<file path="src/rtl/i2c_xfer_ctrl_pkg.sv">
// i2c_xfer_ctrl_pkg: byte-engine command encodings and status pulse bit order
package i2c_xfer_ctrl_pkg;
  typedef enum logic [2:0] {
    CMD_NONE  = 3'b000,
    CMD_START = 3'b001,
    CMD_STOP  = 3'b010,
    CMD_WRITE = 3'b011,
    CMD_READ  = 3'b100
  } cmd_e;
  localparam int STS_TD = 0;
  localparam int STS_NA = 1;
  localparam int STS_AF = 2;
  localparam int STS_W  = 3;
endpackage

</file>
<file path="src/rtl/i2c_xfer_ctrl_if.sv">
// i2c_xfer_ctrl_if: register-block request, tx/rx byte streams, engine command bus and status
interface i2c_xfer_ctrl_if #(parameter int LEN_W = 5);
  logic             ctl_go;
  logic [6:0]       ctl_addr;
  logic             ctl_rw;
  logic [LEN_W-1:0] ctl_len;
  logic [7:0]       tx_data;
  logic             tx_valid;
  logic             tx_ready;
  logic [7:0]       rx_data;
  logic             rx_valid;
  logic [2:0]       bc_cmd;
  logic             bc_req;
  logic [7:0]       bc_din;
  logic             bc_nack;
  logic             bc_done;
  logic [7:0]       bc_dout;
  logic             bc_ackin;
  logic             bc_al;
  logic             busy;
  logic             sts_td;
  logic             sts_na;
  logic             sts_af;
  logic [LEN_W-1:0] byte_cnt;
  modport master (
    input  ctl_go, ctl_addr, ctl_rw, ctl_len, tx_data, tx_valid,
           bc_done, bc_dout, bc_ackin, bc_al,
    output tx_ready, rx_data, rx_valid, bc_cmd, bc_req, bc_din, bc_nack,
           busy, sts_td, sts_na, sts_af, byte_cnt
  );
  modport slave (
    output ctl_go, ctl_addr, ctl_rw, ctl_len, tx_data, tx_valid,
           bc_done, bc_dout, bc_ackin, bc_al,
    input  tx_ready, rx_data, rx_valid, bc_cmd, bc_req, bc_din, bc_nack,
           busy, sts_td, sts_na, sts_af, byte_cnt
  );
endinterface

</file>
<file path="src/rtl/i2c_xfer_ctrl.sv">
// i2c_xfer_ctrl: sequences START, ADDR, DATA..., STOP commands to the byte engine for one transfer
module i2c_xfer_ctrl
  import i2c_xfer_ctrl_pkg::*;
#(
  parameter int LEN_W = 5
) (
  input logic           clk,
  input logic           reset,
  i2c_xfer_ctrl_if.master bus
);
  typedef enum logic [2:0] {IDLE, START, ADDR, WDATA, RDATA, STOP, DONE} state_e;
  state_e           state;
  logic [6:0]       addr;
  logic             rw;
  logic             na_flag;
  logic [LEN_W-1:0] len;
  logic [LEN_W-1:0] nxt;
  logic [STS_W-1:0] sts;
  assign nxt = (bus.byte_cnt == len) ? bus.byte_cnt : bus.byte_cnt + 1'b1;
  assign bus.sts_td = sts[STS_TD];
  assign bus.sts_na = sts[STS_NA];
  assign bus.sts_af = sts[STS_AF];
  always_ff @(posedge clk) begin
    if (reset) begin
      state        <= IDLE;
      addr         <= '0;
      rw           <= 1'b0;
      len          <= '0;
      na_flag      <= 1'b0;
      sts          <= '0;
      bus.bc_req   <= 1'b0;
      bus.bc_cmd   <= CMD_NONE;
      bus.bc_din   <= '0;
      bus.bc_nack  <= 1'b0;
      bus.tx_ready <= 1'b0;
      bus.rx_valid <= 1'b0;
      bus.rx_data  <= '0;
      bus.busy     <= 1'b0;
      bus.byte_cnt <= '0;
    end else begin
      sts          <= '0;
      bus.tx_ready <= 1'b0;
      bus.rx_valid <= 1'b0;
      if (state != IDLE && bus.bc_al) begin
        state      <= IDLE;
        bus.bc_req <= 1'b0;
        bus.busy   <= 1'b0;
        sts[STS_AF] <= 1'b1;
      end else begin
        case (state)
          IDLE: if (bus.ctl_go) begin
            addr         <= bus.ctl_addr;
            rw           <= bus.ctl_rw;
            len          <= bus.ctl_len;
            na_flag      <= 1'b0;
            bus.byte_cnt <= '0;
            bus.busy     <= 1'b1;
            bus.bc_req   <= 1'b1;
            bus.bc_cmd   <= CMD_START;
            state        <= START;
          end
          START: if (bus.bc_done) begin
            bus.bc_cmd <= CMD_WRITE;
            bus.bc_din <= {addr, rw};
            state      <= ADDR;
          end
          ADDR: if (bus.bc_done) begin
            if (bus.bc_ackin || len == '0) begin
              na_flag    <= bus.bc_ackin;
              bus.bc_cmd <= CMD_STOP;
              state      <= STOP;
            end else if (rw) begin
              bus.bc_cmd  <= CMD_READ;
              bus.bc_nack <= len == 1;
              state       <= RDATA;
            end else begin
              bus.bc_req <= 1'b0;
              state      <= WDATA;
            end
          end
          WDATA: if (!bus.bc_req) begin
            if (bus.tx_valid) begin
              bus.tx_ready <= 1'b1;
              bus.bc_din   <= bus.tx_data;
              bus.bc_cmd   <= CMD_WRITE;
              bus.bc_req   <= 1'b1;
            end
          end else if (bus.bc_done) begin
            bus.byte_cnt <= nxt;
            if (bus.bc_ackin || nxt == len) begin
              na_flag    <= bus.bc_ackin;
              bus.bc_cmd <= CMD_STOP;
              state      <= STOP;
            end else bus.bc_req <= 1'b0;
          end
          RDATA: if (bus.bc_done) begin
            bus.rx_data  <= bus.bc_dout;
            bus.rx_valid <= 1'b1;
            bus.byte_cnt <= nxt;
            bus.bc_nack  <= nxt == len - 1'b1;
            if (nxt == len) begin
              bus.bc_cmd  <= CMD_STOP;
              bus.bc_nack <= 1'b0;
              state       <= STOP;
            end
          end
          STOP: if (bus.bc_done) begin
            bus.bc_req  <= 1'b0;
            sts[STS_NA] <= na_flag;
            sts[STS_TD] <= !na_flag;
            state       <= DONE;
          end
          DONE: begin
            bus.busy <= 1'b0;
            state    <= IDLE;
          end
          default: state <= IDLE;
        endcase
      end
    end
  end
endmodule

</file>
<file path="src/flat_wrapper.sv">
// flat-port wrapper written by rule: the top's interface ports become plain ports
module i2c_xfer_ctrl_flat import i2c_xfer_ctrl_pkg::*;
#(
  parameter int LEN_W = 5
)
  (clk, reset, bus_ctl_go, bus_ctl_addr, bus_ctl_rw, bus_ctl_len, bus_tx_data, bus_tx_valid, bus_bc_done, bus_bc_dout, bus_bc_ackin, bus_bc_al, bus_tx_ready, bus_rx_data, bus_rx_valid, bus_bc_cmd, bus_bc_req, bus_bc_din, bus_bc_nack, bus_busy, bus_sts_td, bus_sts_na, bus_sts_af, bus_byte_cnt);
  i2c_xfer_ctrl_if #(.LEN_W(LEN_W)) bus_i ();
  input logic clk;
  input logic reset;
  input wire logic [$bits(bus_i.ctl_go)-1:0] bus_ctl_go;
  input wire logic [$bits(bus_i.ctl_addr)-1:0] bus_ctl_addr;
  input wire logic [$bits(bus_i.ctl_rw)-1:0] bus_ctl_rw;
  input wire logic [$bits(bus_i.ctl_len)-1:0] bus_ctl_len;
  input wire logic [$bits(bus_i.tx_data)-1:0] bus_tx_data;
  input wire logic [$bits(bus_i.tx_valid)-1:0] bus_tx_valid;
  input wire logic [$bits(bus_i.bc_done)-1:0] bus_bc_done;
  input wire logic [$bits(bus_i.bc_dout)-1:0] bus_bc_dout;
  input wire logic [$bits(bus_i.bc_ackin)-1:0] bus_bc_ackin;
  input wire logic [$bits(bus_i.bc_al)-1:0] bus_bc_al;
  output wire logic [$bits(bus_i.tx_ready)-1:0] bus_tx_ready;
  output wire logic [$bits(bus_i.rx_data)-1:0] bus_rx_data;
  output wire logic [$bits(bus_i.rx_valid)-1:0] bus_rx_valid;
  output wire logic [$bits(bus_i.bc_cmd)-1:0] bus_bc_cmd;
  output wire logic [$bits(bus_i.bc_req)-1:0] bus_bc_req;
  output wire logic [$bits(bus_i.bc_din)-1:0] bus_bc_din;
  output wire logic [$bits(bus_i.bc_nack)-1:0] bus_bc_nack;
  output wire logic [$bits(bus_i.busy)-1:0] bus_busy;
  output wire logic [$bits(bus_i.sts_td)-1:0] bus_sts_td;
  output wire logic [$bits(bus_i.sts_na)-1:0] bus_sts_na;
  output wire logic [$bits(bus_i.sts_af)-1:0] bus_sts_af;
  output wire logic [$bits(bus_i.byte_cnt)-1:0] bus_byte_cnt;
  assign bus_i.ctl_go = bus_ctl_go;
  assign bus_i.ctl_addr = bus_ctl_addr;
  assign bus_i.ctl_rw = bus_ctl_rw;
  assign bus_i.ctl_len = bus_ctl_len;
  assign bus_i.tx_data = bus_tx_data;
  assign bus_i.tx_valid = bus_tx_valid;
  assign bus_i.bc_done = bus_bc_done;
  assign bus_i.bc_dout = bus_bc_dout;
  assign bus_i.bc_ackin = bus_bc_ackin;
  assign bus_i.bc_al = bus_bc_al;
  assign bus_tx_ready = bus_i.tx_ready;
  assign bus_rx_data = bus_i.rx_data;
  assign bus_rx_valid = bus_i.rx_valid;
  assign bus_bc_cmd = bus_i.bc_cmd;
  assign bus_bc_req = bus_i.bc_req;
  assign bus_bc_din = bus_i.bc_din;
  assign bus_bc_nack = bus_i.bc_nack;
  assign bus_busy = bus_i.busy;
  assign bus_sts_td = bus_i.sts_td;
  assign bus_sts_na = bus_i.sts_na;
  assign bus_sts_af = bus_i.sts_af;
  assign bus_byte_cnt = bus_i.byte_cnt;
  i2c_xfer_ctrl #(.LEN_W(LEN_W)) u_core (.clk(clk), .reset(reset), .bus(bus_i));
endmodule
</file>
<file path="config.mk">
export PLATFORM = sky130hd
export DESIGN_NAME = i2c_xfer_ctrl_flat
export DESIGN_NICKNAME = d
export VERILOG_FILES = /design/src/rtl/i2c_xfer_ctrl_pkg.sv /design/src/rtl/i2c_xfer_ctrl_if.sv /design/src/rtl/i2c_xfer_ctrl.sv /design/src/flat_wrapper.sv
export SDC_FILE = /design/constraint.sdc
export NUM_CORES = 1
export LEC_CHECK = 0
export ABC_AREA = 1
export BUFFER_PORTS_ARGS = -buffer_cell sky130_fd_sc_hd__clkbuf_2
export CELL_PAD_IN_SITES_DETAIL_PLACEMENT = 0
export CELL_PAD_IN_SITES_GLOBAL_PLACEMENT = 1
export CORE_MARGIN = 4
export CORE_UTILIZATION = 40
export DETAILED_ROUTE_END_ITERATION = 8
export HOLD_SLACK_MARGIN = 0.05
export MAX_ROUTING_LAYER = met4
export PLACE_DENSITY = 0.93
export SLEW_MARGIN = 20
export SYNTH_ARGS = -nofsm -noshare
export SYNTH_HDL_FRONTEND = slang
export SYNTH_SLANG_ARGS = --single-unit
</file>
<file path="constraint.sdc">
create_clock -name clk -period 4.1 [get_ports clk]
set_clock_uncertainty 0.15 [all_clocks]
set_input_delay 0.41 -clock clk [delete_from_list [all_inputs] [get_ports clk]]
set_output_delay 0.41 -clock clk [all_outputs]
set_load 0.01 [all_outputs]
</file>
==> results of run 1 <==
==> routing by layer <==
layer / vias up / wire, µm / GRT usage, %
li1: 1457 / - / -
met1: 1303 / 3670 / 25.2
met2: 111 / 3320 / 27.6
met3: 6 / 486 / 3.53
met4: 0 / 59 / 4.83
met5: - / 0 / -
==> where the power goes <==
group | switching, mW | internal (mW)
clock network | 0.182 | 0.186
logic | 0.902 | 0.492
registers | 0.0915 | 0.595
total | 1.18 | 1.27
==> worst register-to-register path, stage by stage, from the launching register on <==
cell and delay, ns:
dfxtp_1 0.36, nor2_1 0.17, inv_2 0.07, nor2_2 0.44
inv_2 0.08, nand2_2 0.14, inv_2 0.05, a21oi_1 0.17
nand3_1 0.15, nand3b_2 0.26, nor2_4 0.14, nor2_1 0.05
nor2_1 0.10
==> path summary, 6_finish.rpt <==
kind                                         to                    startpoint  slack [ns]
max           u_core.bus.bc_cmd[2]$_SDFFE_PP0P_  u_core.state[0]$_SDFFE_PP0P_        1.72
min          u_core.bus.rx_data[0]$_SDFFE_PP0P_                bus_bc_dout[0]        0.17
max reg2reg   u_core.bus.bc_cmd[2]$_SDFFE_PP0P_  u_core.state[0]$_SDFFE_PP0P_        1.72
min reg2reg            u_core.sts[0]$_SDFF_PP0_   u_core.na_flag$_SDFFE_PP0P_        0.27
==> stage by stage <==
step	cells	hold WS (ns)	setup WS, ns	utilization [%]	total power [mW]
5_1_grt	569	0.160	1.50	48.9	2.66
3_5_place_dp	561	0.256	1.77	47.2	2.08
6_report	569	0.170	1.72	48.9	2.45
3_3_place_gp	561	0.250	1.78	47.2	2.07
2_1_floorplan	409	0.241	2.12	-	1.77
4_1_cts	569	0.169	1.74	48.9	2.44
==> synth_stat cells, drive strengths merged <==
| master | instances | area, µm² |
|---|---|---|
| o21ai | 27 | 135 |
| a22oi | 1 | 7.51 |
| dfxtp | 49 | 981 |
| o21bai | 5 | 37.5 |
| inv | 41 | 156 |
| a211oi | 1 | 7.51 |
| nand2 | 112 | 510 |
| o31ai | 1 | 7.51 |
| xor2 | 3 | 26.3 |
| xnor2 | 3 | 26.3 |
| buf | 6 | 36.3 |
| nor3 | 11 | 60.1 |
| nand3b | 1 | 11.3 |
| a31oi | 10 | 62.6 |
| clkbuf | 5 | 18.8 |
| nand3 | 32 | 185 |
| nor2 | 63 | 317 |
| a31o | 1 | 8.76 |
| ha | 3 | 37.5 |
| o2111ai | 1 | 8.76 |
| or2 | 1 | 6.26 |
| nand4 | 5 | 43.8 |
| clkinv | 1 | 3.75 |
| a21oi | 26 | 130 |
==> final cells by class <==
cell class,instances,area (µm²)
fillers,689,3490
multi-input cells,307,1630
flip-flops and latches,49,981
repair buffers,67,335
inverters,42,160
well taps,96,120
clock buffers,5,68.8
clock inverters,3,47.5
==> registers in the layout (all words and copies together) (netlist names) <==
| register | count |
|---|---|
| u_core.rw | 1 |
| u_core.bus.bc_req | 1 |
| u_core.bus.bc_nack | 1 |
| u_core.sts | 3 |
| u_core.len | 5 |
| u_core.bus.rx_data | 8 |
| u_core.bus.bc_cmd | 3 |
| u_core.addr | 7 |
| u_core.bus.byte_cnt | 5 |
| u_core.state | 3 |
| u_core.na_flag | 1 |
| u_core.bus.tx_ready | 1 |
| u_core.bus.bc_din | 8 |
| u_core.bus.busy | 1 |
| u_core.bus.rx_valid | 1 |
==> kinds of logic after synthesis <==
| kind of cell | after synthesis | synth area share (%) |
|---|---|---|
| simple gates | 225 | 40.1 |
| buf+inv | 53 | 7.62 |
| fa+ha+maj | 3 | 1.33 |
| flops | 49 | 34.7 |
| xor+xnor | 6 | 1.86 |
| compound gates | 73 | 14.3 |
==> impl_metrics.ini, run 1 <==
[run_status]
status = completed

[floorplan]
initial_core_util_pct = 41.4
fp.dieW_um = 92.0
dieHeight_um = 92.0
pin_count = 68
die_area_um2 = 8470
coreArea_um2 = 6830
rows = 30

[sta]
rsz0062_at_grt = no
hold_violations = 0
slew_headroom_pct = 53.9
setup_violations = 0
final.setup.tns_ns = 0
post-route-period-util_pct = 58.0
fmax_mhz = 420
worst_slew_pin_slew_ns = 0.691
period_needed_ns = 2.38
slew_violations = 0

[routing]
drt-total-wl_um = 7540
drt_iter0_markers = 238
vias_per_cell = 5.06
first_pass_iters = 5
routedWlPerCell_um = 13.2
vias = 2877
drc_errors = 0
drt.antenna.violating_nets = 0

[flow_run]
drv_cap = 0

[clock_network]
numCtsBuffers = 5
clk_pin_slew_worst_paths_ns = 0.10
cts_hold_buf = 0
postCtsSetupBuffers = 0
ctsHtreeMaxLevel = 2
cts_resized = 0
cts_tree = built
cts.path.max_buffers = 2
clock_tree.root_cell = clkbuf_8
clkLatencyLatePin_ns = 0.31
clkSinkCount = 49

[placed_design]
portBuffers = 67
place.gp.congestion = 0.940
place_area_um2 = 3230
dpl.hpwl_um = 5810

[layout]
final_common_cell = nand2_1
final_area_um2 = 3340
drive_above_1_share_pct = 28.1
areaGrowthSynthToFinish_pct = 18.3
most-common-layout-cells = nand2_1, clkbuf_2, nor2_1, dfxtp_1
diodes = 0
nNetsFinal = 511

[hold_path]
hold_depth = 3
hp-class = input port to flip-flop

[yosys]
ys.warnings.count = 0
synth.avg_cell_area_um2 = 6.91
yosysSeqAreaShare_pct = 34.7
synth_seq_cells = 49
syn_nets = 448
syn_inst = 409
synth_area_um2 = 2830
ys_types = 37

[grt]
grt_usage_pct = 18.3
grt_pass1_wl_um = 12400
grt_max_degree = 27
first_global_vias = 2635
antenna_found_initial = 0
gr-total-overflow = 0

[critical_path]
crit_slowest_cell = nor2_2
reg2reg_depth = 12
cp.depth = 12
start_kind = flip-flop
cp-end-kind = flip-flop
crit_fanout = 12
crit_type = flip-flop to flip-flop
cp_num_buf_inv = 3
crit_path_cell_trace = nor2_1 > inv_2 > nor2_2 > inv_2 > nand2_2 > inv_2 > a21oi_1 > nand3_1 > nand3b_2 > nor2_4 > nor2_1 > nor2_1
cp.arrival_ns = 2.48
cp_top_family = simple AND/OR/NAND/NOR gates
critPathMaxStageDelay_ns = 0.44
cp.required_ns = 4.20

[pwr]
powerDensity_nw_per_um2 = 733
leakage_nw = 1.59
vdd.ir_drop.worst_v = 0.000341
No activity file was read; power rests on OpenSTA's default activity.
==> inputs of run 2 (changes only) <==
CORE_UTILIZATION = 34   (was 40)
PLACE_DENSITY = 0.85   (was 0.93)
clock period = 2.05 ns   (was 4.1 ns; I/O delays follow)
==> run 2 against run 1 <==
Against the previous run: the flow now finishes with violations (setup timing); critical path depth rose by 5; sequential power up 100%; non-clock buffer count increased by 76; worst setup slack got worse by 1.7 ns; utilization up 3.5 points; final area up 24%; combinational power rose to 2.6 times the previous value.
==> impl_metrics.ini, run 2 (same netlist as run 1, synthesis figures left out) <==
[run_status]
status = finished with violations
violations = setup timing

[clock_network]
clock_tree.root_cell = clkbuf_8
cts.path.max_buffers = 2
numCtsBuffers = 5
clkSinkCount = 49
cts_tree = built
clk_pin_slew_worst_paths_ns = 0.10
clkLatencyLatePin_ns = 0.31
ctsHtreeMaxLevel = 2

[grt]
gr-total-overflow = 0
first_global_vias = 2984
grt_max_degree = 25
grt_usage_pct = 18.1
antenna_found_initial = 0
grt_pass1_wl_um = 14200

[placed_design]
pre_cts_slack_ns = -0.0589
place.gp.congestion = 0.959
dpl.hpwl_um = 6410
portBuffers = 67

[critical_path]
cp_top_family = simple AND/OR/NAND/NOR gates
cp.depth = 17
rrSetupSlack_ns = -0.02
crit_slowest_cell = dfxtp_4
crit_type = flip-flop to flip-flop
start_kind = flip-flop
cp_num_buf_inv = 2
cp-startpoint = u_core.bus.byte_cnt[1]$_SDFFE_PP0P_
cp-endpoint = u_core.bus.bc_cmd[1]$_SDFFE_PP0P_
cp.arrival_ns = 2.13
rr_startpoint = u_core.bus.byte_cnt[1]$_SDFFE_PP0P_
cp-end-kind = flip-flop
path_common_cell = nand2_4
critPathMaxStageDelay_ns = 0.39
cp.required_ns = 2.11
reg2reg_depth = 17
r2r-end = u_core.bus.bc_cmd[1]$_SDFFE_PP0P_
crit_path_cell_trace = buf_6 > nand2_4 > nand2_4 > nor2_8 > nand2_2 > nand3_2 > nand2_2 > inv_2 > nand2_2 > nor2_4 > nand2_4 > nand2_4 > nand2_8 > nor2_4 > nand3_1 > nand2_1 > nor2_1
crit_fanout = 7

[routing]
drc_errors = 0
routedWlPerCell_um = 13.2
drt.antenna.violating_nets = 0
drt-total-wl_um = 8620
first_pass_iters = 4
drt_iter0_markers = 134
vias = 3106
vias_per_cell = 4.77

[sta]
fin_ws_ns = -0.0173
slew_violations = 0
rsz0062_at_grt = yes
slew_headroom_pct = 55.0
post-route-period-util_pct = 101
hold_slack_ns = 0.135
hold_violations = 0
setup_violations = 3
worst_slew_pin_slew_ns = 0.674
fmax_mhz = 484
period_needed_ns = 2.07

[floorplan]
coreArea_um2 = 7890
dieHeight_um = 99.2
die_area_um2 = 9830
initial_core_util_pct = 35.8
fp.dieW_um = 99.2
pin_count = 68
rows = 32

[layout]
n_fill_cell = 766
multi_input_area_um2 = 1750
final_common_cell = nand2_1
final_util_pct = 52.4
diodes = 0
nNetsFinal = 587
reg_top3 = u_core.bus.bc_din x8, u_core.bus.rx_data x8, u_core.addr x7
drive_above_1_share_pct = 38.1
areaGrowthSynthToFinish_pct = 46.3
seq_area_um2 = 1000
most-common-layout-cells = nand2_1, clkbuf_2, nor2_1, buf_4, dfxtp_1

[hold_path]
hp-class = input port to flip-flop

[pwr]
leakage_nw = 1.96
vdd.ir_drop.worst_v = 0.000590
p_total_mw = 5.57
powerDensity_nw_per_um2 = 1350

[flow_run]
drv_cap = 0
run 2: changes by cell type in the layout (fill, tap and decap cells not counted), moves of 4 or more:
cell / before / now
buf_4: 0 / 43
dfxtp_1: 49 / 37
dlygate4sd3_1: 0 / 31
nor2_1: 52 / 47
nand2_1: 92 / 87
dfxtp_2: 0 / 9
nand3_1: 27 / 23
run 2: worst min path at each step:
stage / from / end / slack, ns / cells after the start
5_1_grt: bus_bc_al / u_core.sts[2]$_SDFF_PP0_ / 0.13 / 4
6_report: bus_bc_al / u_core.sts[2]$_SDFF_PP0_ / 0.14 / 4
3_5_place_dp: u_core.na_flag$_SDFFE_PP0P_ / u_core.sts[0]$_SDFF_PP0_ / 0.25 / 1
3_3_place_gp: u_core.na_flag$_SDFFE_PP0P_ / u_core.sts[0]$_SDFF_PP0_ / 0.25 / 1
4_1_cts: bus_bc_al / u_core.sts[2]$_SDFF_PP0_ / 0.13 / 4
2_1_floorplan: bus_bc_dout[0] / u_core.bus.rx_data[0]$_SDFFE_PP0P_ / 0.19 / 2
run 2: repair_timing:
| action | in CTS | in global routing |
|---|---|---|
| pin swaps | 1 | 11 |
| hold buffers | 31 | 0 |
| resized for setup | 7 | 39 |
| setup buffers | 0 | 3 |
| setup endpoints to repair | 7 | 22 |
| hold endpoints to repair | 33 | 0 |
run 2: where the power goes:
group          switching, mW  internal [mW]  leakage (nW)  total [mW]
sequential             0.182           1.20         0.406        1.38
combinational           2.08           1.47          1.50        3.55
clock                  0.374          0.258        0.0511       0.632
total                   2.64           2.93          1.96        5.57
run 2: tightest hold or removal path: stages:
cell	delay (ns)
clkbuf_2	0.10
nand2_2	0.08
buf_4	0.13
nor2_1	0.04
run 2: layout make-up:
type,instances,area share (%)
Clock inverter,3,0.696
Tap cell,102,3.09
Timing Repair Buffer,143,24.0
Clock buffer,5,1.67
Multi-Input combinational cell,307,42.4
Inverter,42,3.94
Sequential cell,49,24.3
run 2: layer usage:
metal | GRT usage, % | up-vias | part of all wire, %
li1 | - | 1609 | -
met1 | 25.1 | 1401 | 48
met2 | 27.9 | 86 | 46
met3 | 2.10 | 10 | 4.7
met4 | 4.73 | 0 | 1.5
met5 | - | - | 0
run 2: stage by stage:
| step | instance area [µm²] | setup TNS (ns) | instances |
|---|---|---|---|
| after detailed placement | 3550 | -0.238 | 609 |
| after global placement | 3550 | -0.0263 | 609 |
| final | 4130 | -0.0437 | 651 |
| after CTS | 3970 | 0 | 648 |
| after global routing | 4130 | -1.10 | 651 |
| after floorplan | 2830 | 0 | 409 |
